$ cat config.mk
export PLATFORM = sky130hd
export DESIGN_NAME = sync_fifo_level
export DESIGN_NICKNAME = d
export VERILOG_FILES = /design/src/rtl/fifo_pkg.sv /design/src/rtl/fifo_ram.sv /design/src/rtl/sync_fifo_level.sv
export SDC_FILE = /design/constraint.sdc
export NUM_CORES = 2
export LEC_CHECK = 0
export ABC_AREA = 1
export BUFFER_PORTS_ARGS = -buffer_cell sky130_fd_sc_hd__clkbuf_2
export CAP_MARGIN = 0
export CORE_MARGIN = 2
export CORE_UTILIZATION = 30
export DETAILED_ROUTE_END_ITERATION = 6
export PLACE_DENSITY = 0.44
export SLEW_MARGIN = 0
export SYNTH_ARGS = -nofsm -noshare
export SYNTH_HDL_FRONTEND = slang
export SYNTH_SLANG_ARGS = --single-unit
$ cat constraint.sdc
create_clock -name clk -period 2.9 [get_ports clk]
set_input_delay 0.145 -clock clk [delete_from_list [all_inputs] [get_ports clk]]
set_output_delay 0.145 -clock clk [all_outputs]
set_load 0.05 [all_outputs]
$ cat src/rtl/fifo_pkg.sv
// Shared FIFO helpers: address/count width derivation and default geometry.
package fifo_pkg;

  localparam int DEF_DWID  = 16;
  localparam int DEF_DEPTH = 256;

  function automatic int clog2(input int v);
    int r;
    r = 0;
    while ((1 << r) < v) r = r + 1;
    return r;
  endfunction

  // Occupancy needs one extra bit so that a completely full FIFO is representable.
  function automatic int count_w(input int depth);
    return clog2(depth) + 1;
  endfunction

endpackage

$ cat src/rtl/fifo_ram.sv
// Simple dual-port storage array: synchronous write, asynchronous read.
module fifo_ram #(
  parameter int DWID = 16,
  parameter int AWID = 8
) (
  input  logic            clk,
  input  logic            we,
  input  logic [AWID-1:0] waddr,
  input  logic [DWID-1:0] wdata,
  input  logic [AWID-1:0] raddr,
  output logic [DWID-1:0] rdata
);

  logic [DWID-1:0] mem [1 << AWID];

  always_ff @(posedge clk) begin
    if (we) mem[waddr] <= wdata;
  end

  assign rdata = mem[raddr];

endmodule

$ cat src/rtl/sync_fifo_level.sv
// Single-clock FIFO with occupancy count, almost-full/empty and sticky error flags.
// Define SYNC_FIFO_FWFT_EN for first-word fall-through output; default is registered read.
module sync_fifo_level
  import fifo_pkg::*;
#(
  parameter int DWID      = DEF_DWID,
  parameter int DEPTH     = DEF_DEPTH,
  parameter int AFULL_TH  = 240,
  parameter int AEMPTY_TH = 16
) (
  input  logic                      clk,
  input  logic                      rst,
  input  logic                      i_write,
  input  logic [DWID-1:0]           i_din,
  output logic                      o_full,
  output logic                      o_afull,
  input  logic                      i_read,
  output logic [DWID-1:0]           o_dout,
  output logic                      o_empty,
  output logic                      o_aempty,
  output logic [count_w(DEPTH)-1:0] o_count,
  output logic                      o_overflow,
  output logic                      o_underflow,
  input  logic                      i_clr_err
);

  localparam int AWID = clog2(DEPTH);
  localparam int CW   = count_w(DEPTH);
  localparam logic [CW-1:0] DEPTH_C  = CW'(DEPTH);
  localparam logic [CW-1:0] AFULL_C  = CW'(AFULL_TH);
  localparam logic [CW-1:0] AEMPTY_C = CW'(AEMPTY_TH);

  logic [AWID-1:0] wr_ptr, rd_ptr;
  logic [CW-1:0]   count_nxt;
  logic [DWID-1:0] ram_rdata;
  logic            wr_en, rd_en;

  // Acceptance uses the registered flags, so a full FIFO never passes a write through.
  assign wr_en = i_write && !o_full;
  assign rd_en = i_read  && !o_empty;

  always_comb begin
    count_nxt = o_count;
    case ({wr_en, rd_en})
      2'b10:   count_nxt = o_count + 1'b1;
      2'b01:   count_nxt = o_count - 1'b1;
      default: count_nxt = o_count;
    endcase
  end

  fifo_ram #(
    .DWID(DWID),
    .AWID(AWID)
  ) u_ram (
    .clk  (clk),
    .we   (wr_en),
    .waddr(wr_ptr),
    .wdata(i_din),
    .raddr(rd_ptr),
    .rdata(ram_rdata)
  );

  // Flags are registered from the next count so they always match o_count exactly.
  always_ff @(posedge clk) begin
    if (rst) begin
      wr_ptr      <= '0;
      rd_ptr      <= '0;
      o_count     <= '0;
      o_empty     <= 1'b1;
      o_aempty    <= 1'b1;
      o_full      <= 1'b0;
      o_afull     <= 1'b0;
      o_overflow  <= 1'b0;
      o_underflow <= 1'b0;
    end else begin
      if (wr_en) wr_ptr <= wr_ptr + 1'b1;
      if (rd_en) rd_ptr <= rd_ptr + 1'b1;
      o_count  <= count_nxt;
      o_empty  <= (count_nxt == '0);
      o_aempty <= (count_nxt <= AEMPTY_C);
      o_full   <= (count_nxt == DEPTH_C);
      o_afull  <= (count_nxt >= AFULL_C);
      // A new error in the same cycle as a clear request wins.
      if (i_write && o_full)  o_overflow  <= 1'b1;
      else if (i_clr_err)     o_overflow  <= 1'b0;
      if (i_read && o_empty)  o_underflow <= 1'b1;
      else if (i_clr_err)     o_underflow <= 1'b0;
    end
  end

`ifdef SYNC_FIFO_FWFT_EN
  // Head entry is visible combinationally; forced to zero while empty.
  assign o_dout = o_empty ? '0 : ram_rdata;
`else
  logic [DWID-1:0] dout_p0;

  always_ff @(posedge clk) begin
    if (rst)        dout_p0 <= '0;
    else if (rd_en) dout_p0 <= ram_rdata;
  end

  assign o_dout = dout_p0;
`endif

endmodule

---- Word-level counts from Yosys, hierarchy flattened ----
Memories as Yosys holds them, arrays and structs flattened. A register that Yosys moved wholly into a read port is not among the register bits.
Cells that the tools add are included.
cells by class
  $add $sub $neg .......................... 4
  equal/unequal tests ..................... 3
  bitwise logic cells ..................... 0
  shift-type cells ........................ 0
  reduce and logical (&&, ||, !) cells .... 9
  multiplexer cells ....................... 6
  $lt $le $gt $ge ......................... 2
  divide/modulo/power cells ............... 0
  multipliers ............................. 0
operators by type and width
  cell                                                                              number
  9-bit one-hot mux with 2 select lines                                             1
  8-bit by 1-bit adder with 8-bit output, second input constant                     2
  9-bit by 1-bit adder with 9-bit output, second input constant                     1
  9-bit equality test, second input constant                                        1
  9-bit by 8-bit >= comparator with 1-bit output, second input constant             1
  9-bit by 5-bit less-or-equal comparator with 1-bit output, second input constant  1
  9-bit zero test                                                                   1
  9-bit by 1-bit subtractor with 9-bit output, second input constant                1
  1-bit two-way mux                                                                 5
  1-bit logical AND                                                                 4
  2-bit nonzero test                                                                2
  2-bit by 1-bit equality test with 1-bit output, second input constant             1
  2-bit equality test, second input constant                                        1
  1-bit zero test                                                                   2
storage, ports and cells
  output and inout port bits .............. 31
  ROM bits ................................ 0
  bits in writable memories ............... 4096
  logic and storage cells ................. 34
  flip-flop bits (word level) ............. 31
  memories kept ........................... 1
  latch bits .............................. 0
memories
  name       depth  bits a word  rd ports  clocked after memory_dff  wr ports  RTL line        text
  u_ram.mem  256    16           1         1                         1         fifo_ram.sv:14  logic [DWID-1:0] mem [1 << AWID];

---- Depth between registers and ports, before layout ----
  depth in word-level cells ............... 5
  depth in mapped cells ................... 22

---- Hierarchy ----
Synthesis repeated with hierarchy kept, for this count alone.
unflattened totals
  cells, all modules ...................... 13975
  area total of the unflattened synthesis .. 167869.8 um2
modules (own cells, without submodules)
  module           seq. area each (um2)  area an instance (um2)  cells an instance  instances
  fifo_ram         122998.0              165386.1                13601              1
  sync_fifo_level  940.9                 2483.6                  374                1

---- Least setup slack after synthesis ----
OpenSTA, ideal clock, no wires.
  path type ............................... reg-to-reg
  from .................................... register o_full
  to ...................................... memory u_ram.mem[127][0], enable pin
  slack ................................... -42 ps
  stages on the path, launching flop included .. 8
  clock period less this slack ............ 2942 ps
  arrival ................................. 2533 ps
  path buffers ............................ 0
  cell sequence ........................... dfxtp_1 nor2_1 nand2_1 nor2_1 inv_1 nor2_1 inv_1 nor3_1
between the ends
  word-level cells in the longest chain between the ends .. 4
ends and longest elaborated chain
  item                                     RTL line               text
  start: declaration                       sync_fifo_level.sv:15  output logic o_full,
  start signal: assignment                 sync_fifo_level.sv:81  o_full <= (count_nxt == DEPTH_C);
  1-bit zero test                          sync_fifo_level.sv:39  assign wr_en = i_write && !o_full;
  1-bit logical AND                        sync_fifo_level.sv:39
  1-bit two-way mux                        fifo_ram.sv:17         if (we) mem[waddr] <= wdata;
  1-bit two-way mux (implied by the code)  fifo_ram.sv:17
  end: declaration                         fifo_ram.sv:14
Every way passes these cells.

==> metrics.log <==
INFO  metric slowest_delay = 0.38 ns
INFO  metric clock_transition_at_the_registers_of_the_reported_paths = 0.06 ns
INFO  metric drt_drc_violations_left = 0
INFO  metric postRouteAntennaNets = 0
INFO  metric post-layout-total-power = 134 mW
INFO  metric hold_viol = 0
INFO  metric cts-htree-levels = 5
INFO  metric routedWlPerCell = 26.2 um
INFO  metric synth_cell_type_count = 33
INFO  metric p_leak = 69.8 nW
INFO  metric worstPathBufferInverterCount = 9
INFO  metric clock_power_frac = 0.415
INFO  metric synth_xor_area_frac = 0.000210
INFO  metric place_congestion = 0.855
INFO  metric cts_num_sinks = 4143
INFO  metric final.setup_skew = 0.0737 ns
INFO  metric critical_path_arrival = 3.96 ns
INFO  metric power_density = 659 nW/um^2
INFO  metric cts_buffers = 452
INFO  metric max_cap_violations = 0
INFO  metric drt_first_iter_violations = 11400
INFO  metric setup.worst_path.end_class = register
INFO  metric worst_slack = -0.0718 ns
INFO  metric rrSetupSlack = -0.07 ns
INFO  metric failed_checks = negative setup slack
INFO  metric timing.rr.end = o_dout[11]$_SDFFE_PP0P_
INFO  metric peak_fanout_along_the_critical_path = 19
INFO  metric p_sw_frac = 0.246
INFO  metric regToRegStartpoint = rd_ptr[0]$_SDFFE_PP0P_
INFO  metric timing.max_slew.rel_slack = 0.320
INFO  metric totalWireLength = 592000 um
INFO  metric area_growth_syn_to_layout = 21.8%
INFO  metric synth.yosys.seq_area_share = 0.743
INFO  metric worstRegToRegCells = 20
INFO  metric clock.fmax = 336 MHz
INFO  metric crit_type = reg -> reg
INFO  metric path_delay_family = buffers and inverters
INFO  metric start_kind = register
INFO  metric drive_above_1_share = 0.147
INFO  metric slew_violations = 0
INFO  metric finalCritPeriodShare = 1.02
INFO  metric core_area = 553000 sq um
INFO  metric hold_path_startpoint = i_din[12]
INFO  metric multiplexer_fraction_of_the_synthesized_cell_area = 0.0000600
INFO  metric yosys.area.top_type = edfxtp_1
INFO  metric hold_end = u_ram.mem[188][12]$_DFFE_PP_
INFO  metric crit_path_cell_trace = buf_12, inv_16, buf_4, buf_12, buf_4, nand2_1, nand3_1, nand3_1, nand2_1, a21oi_1, buf_4, nand2_1, nand3_2, buf_4, nand3_1, nand3_2, buf_6, nand3_2, nand2_1, inv_1
INFO  metric start_util = 0.301
INFO  metric highest-signal-layer = met5
INFO  metric wl_on_met1 = 261000 um
INFO  metric combinationalPowerShare = 0.092
INFO  metric grt_pass1_wl = 822000 um
INFO  metric number_of_cells_produced_by_synthesis = 14000
INFO  metric route.detailed.vias_per_inst = 4.98
INFO  metric dp_hpwl = 361000 um
INFO  metric p_int = 101 mW
INFO  metric ctsLongestPathBuffers = 4
INFO  metric layout.cells.most_common = edfxtp_1
INFO  metric total_gr_overflow = 0
INFO  metric synthesis.area = 167000 sq um
INFO  metric clock_tree.root_cell = clkbuf_16
INFO  metric syn_avg_cell_area = 11.9 sq um
INFO  metric most_frequent_cells_in_the_layout = edfxtp_1 (4096), nor2_1 (3453), o21ai_0 (1905)
INFO  metric proportion_of_netlist_area_held_by_the_largest_area_contributor = 0.738
INFO  metric global_route.usage.total = 0.202
INFO  metric ir_worst_vdd = 0.000548 V
INFO  metric whs_path_depth = 2
INFO  metric adder_cell_share_of_the_synthesized_area = 0.000525
INFO  metric buffer_ports.inserted = 51
INFO  metric rsz0062_at_grt = yes
INFO  metric synth.top_cells.by_area = edfxtp_1 (74%), nor2_1 (7.9%), o21ai_0 (5.9%)
INFO  metric tritoncts = done
INFO  metric routed-wl-met3 = 33000 um
INFO  metric run_status = complete, but fails checks
INFO  metric synthesized_net_count = 14000
INFO  metric synthSimpleGateAreaFrac = 0.141
INFO  metric hp-class = in -> reg
INFO  metric timing.final.crit_period = 2.97 ns
INFO  metric worst_path_max_delay_cell = dfxtp_4
INFO  metric grt_max_degree = 105
INFO  metric finalSetupViolations = 6
INFO  metric grt_antenna_before_repair = 42
INFO  metric finalNetCount = 14900
INFO  metric drt_pre_antenna_iters = 6
INFO  metric part_of_the_power_in_registers = 0.493
INFO  metric met2WireLength = 278000 um
INFO  metric fp.dieArea = 562000 sq um
INFO  metric least_margin_pin_slew = 1.02 ns
INFO  metric largest_family_of_logic_cells_by_synthesized_area = simple AND/OR/NAND/NOR gates
INFO  metric die-height = 749 um
INFO  metric placed_cells = 21600
INFO  metric insertion_delay = 1.04 ns
INFO  metric io-pin-count = 52
INFO  metric total_vias_in_the_final_route = 112000
INFO  metric final_cell_count_no_fill = 22600
INFO  metric ys.warnings.count = 0
INFO  metric synth_compound_gate_area_share = 0.0861
INFO  metric cp_data_required_time = 3.89 ns
INFO  metric synth.ff_latch_count = 4143
INFO  metric vias_in_the_first_global_route = 107000
INFO  metric die_w = 749 um
INFO  metric power.net_switching = 32.9 mW
INFO  metric placement_rows = 273
==> layer usage <==
layer,vias to the layer above,global-route usage
met5,-,0
met4,4,0.0625
met3,810,0.0259
met2,3288,0.330
met1,56800,0.279
li1,51400,-
==> synth_stat cells, drive strengths merged <==
master,n
edfxtp,4096
nor2,3510
o21ai,2016
nand2,1599
nand3,819
clkbuf,536
buf,377
o211ai,311
inv,249
a21oi,218
o22ai,129
dfxtp,47
or2,10
nor3,8
ha,7
nand4,4
xor2,4
clkinv,3
a31oi,2
nor4,2
a2111oi,1
mux2i,1
nand3b,1
o21bai,1
==> worst max-delay path by stage <==
stage	cells past startpoint	start	endpoint	slack [ns]
5_1_grt	18	rd_ptr[0]$_SDFFE_PP0P_	o_dout[12]$_SDFFE_PP0P_	-0.13
6_report	20	rd_ptr[0]$_SDFFE_PP0P_	o_dout[11]$_SDFFE_PP0P_	-0.07
2_1_floorplan	19	o_empty$_SDFF_PP1_	o_aempty$_SDFF_PP1_	0.04
4_1_cts	19	rd_ptr[0]$_SDFFE_PP0P_	o_dout[9]$_SDFFE_PP0P_	-0.05
3_5_place_dp	15	rd_ptr[0]$_SDFFE_PP0P_	o_dout[12]$_SDFFE_PP0P_	-0.46
3_3_place_gp	15	rd_ptr[0]$_SDFFE_PP0P_	o_dout[12]$_SDFFE_PP0P_	-0.49
==> flip-flops by register name (all words and copies together), names as in the netlist <==
signal / count
wr_ptr: 8
o_overflow: 1
o_count: 9
o_empty: 1
o_aempty: 1
u_ram.mem: 4096
o_dout: 16
o_afull: 1
o_underflow: 1
rd_ptr: 8
o_full: 1
==> kinds of logic (layout without fill, tap and decap cells) <==
group           after synthesis  in the layout
compound gates             2678           2678
mux                           1              1
other cells                   0             17
xor+xnor                      4              4
buf+inv                    1165           2481
fa+ha+maj                     7              7
flops                      4143           4143
simple gates               5953           5953
==> cell type report <==
type,instances,area (sq um)
antenna,17,42.5
clock buffer,583,12000
clock inverter,247,2000
fill,53600,350000
inverter,252,1010
multi-input combinational,8643,39000
sequential,4143,124000
tap,7287,9120
timing repair buffer,1398,15900
timing repair inverter,1,8.76
==> power by group through the flow <==
stage                     Sequential (mW)  Combinational (mW)  Clock, mW
final                                66.0                12.3       55.6
after global routing                 66.0                13.2       58.9
after CTS                            66.0                11.9       56.7
after detailed placement             67.3                11.4          0
after global placement               67.3                11.4          0
after floorplan                      67.3                4.98          0
==> what timing repair did <==
item                                    4_1_cts  5_1_grt
cloned                                       18       23
hold endpoints to repair                   3773        0
hold buffers                                 25        0
buffers inserted                             17       25
pin swaps                                    13       47
endpoints found under the setup margin       16       42
resized for setup                           171      229
==> through the flow <==
step | hold slack (ns) | cell area, sq um | setup WS (ns) | utilization | TNS, ns
CTS | 0.111 | 201000 | -0.0455 | 0.364 | -0.335
detailed placement | 0.410 | 186000 | -0.464 | 0.336 | -4.80
global route | 0.146 | 203000 | -0.130 | 0.367 | -1.28
floorplan | 0.244 | 167000 | 0.0405 | - | 0
global placement | 0.401 | 186000 | -0.486 | 0.336 | -5.15
finish | 0.147 | 203000 | -0.0718 | 0.367 | -0.221
(Power assumes the default switching activity.)
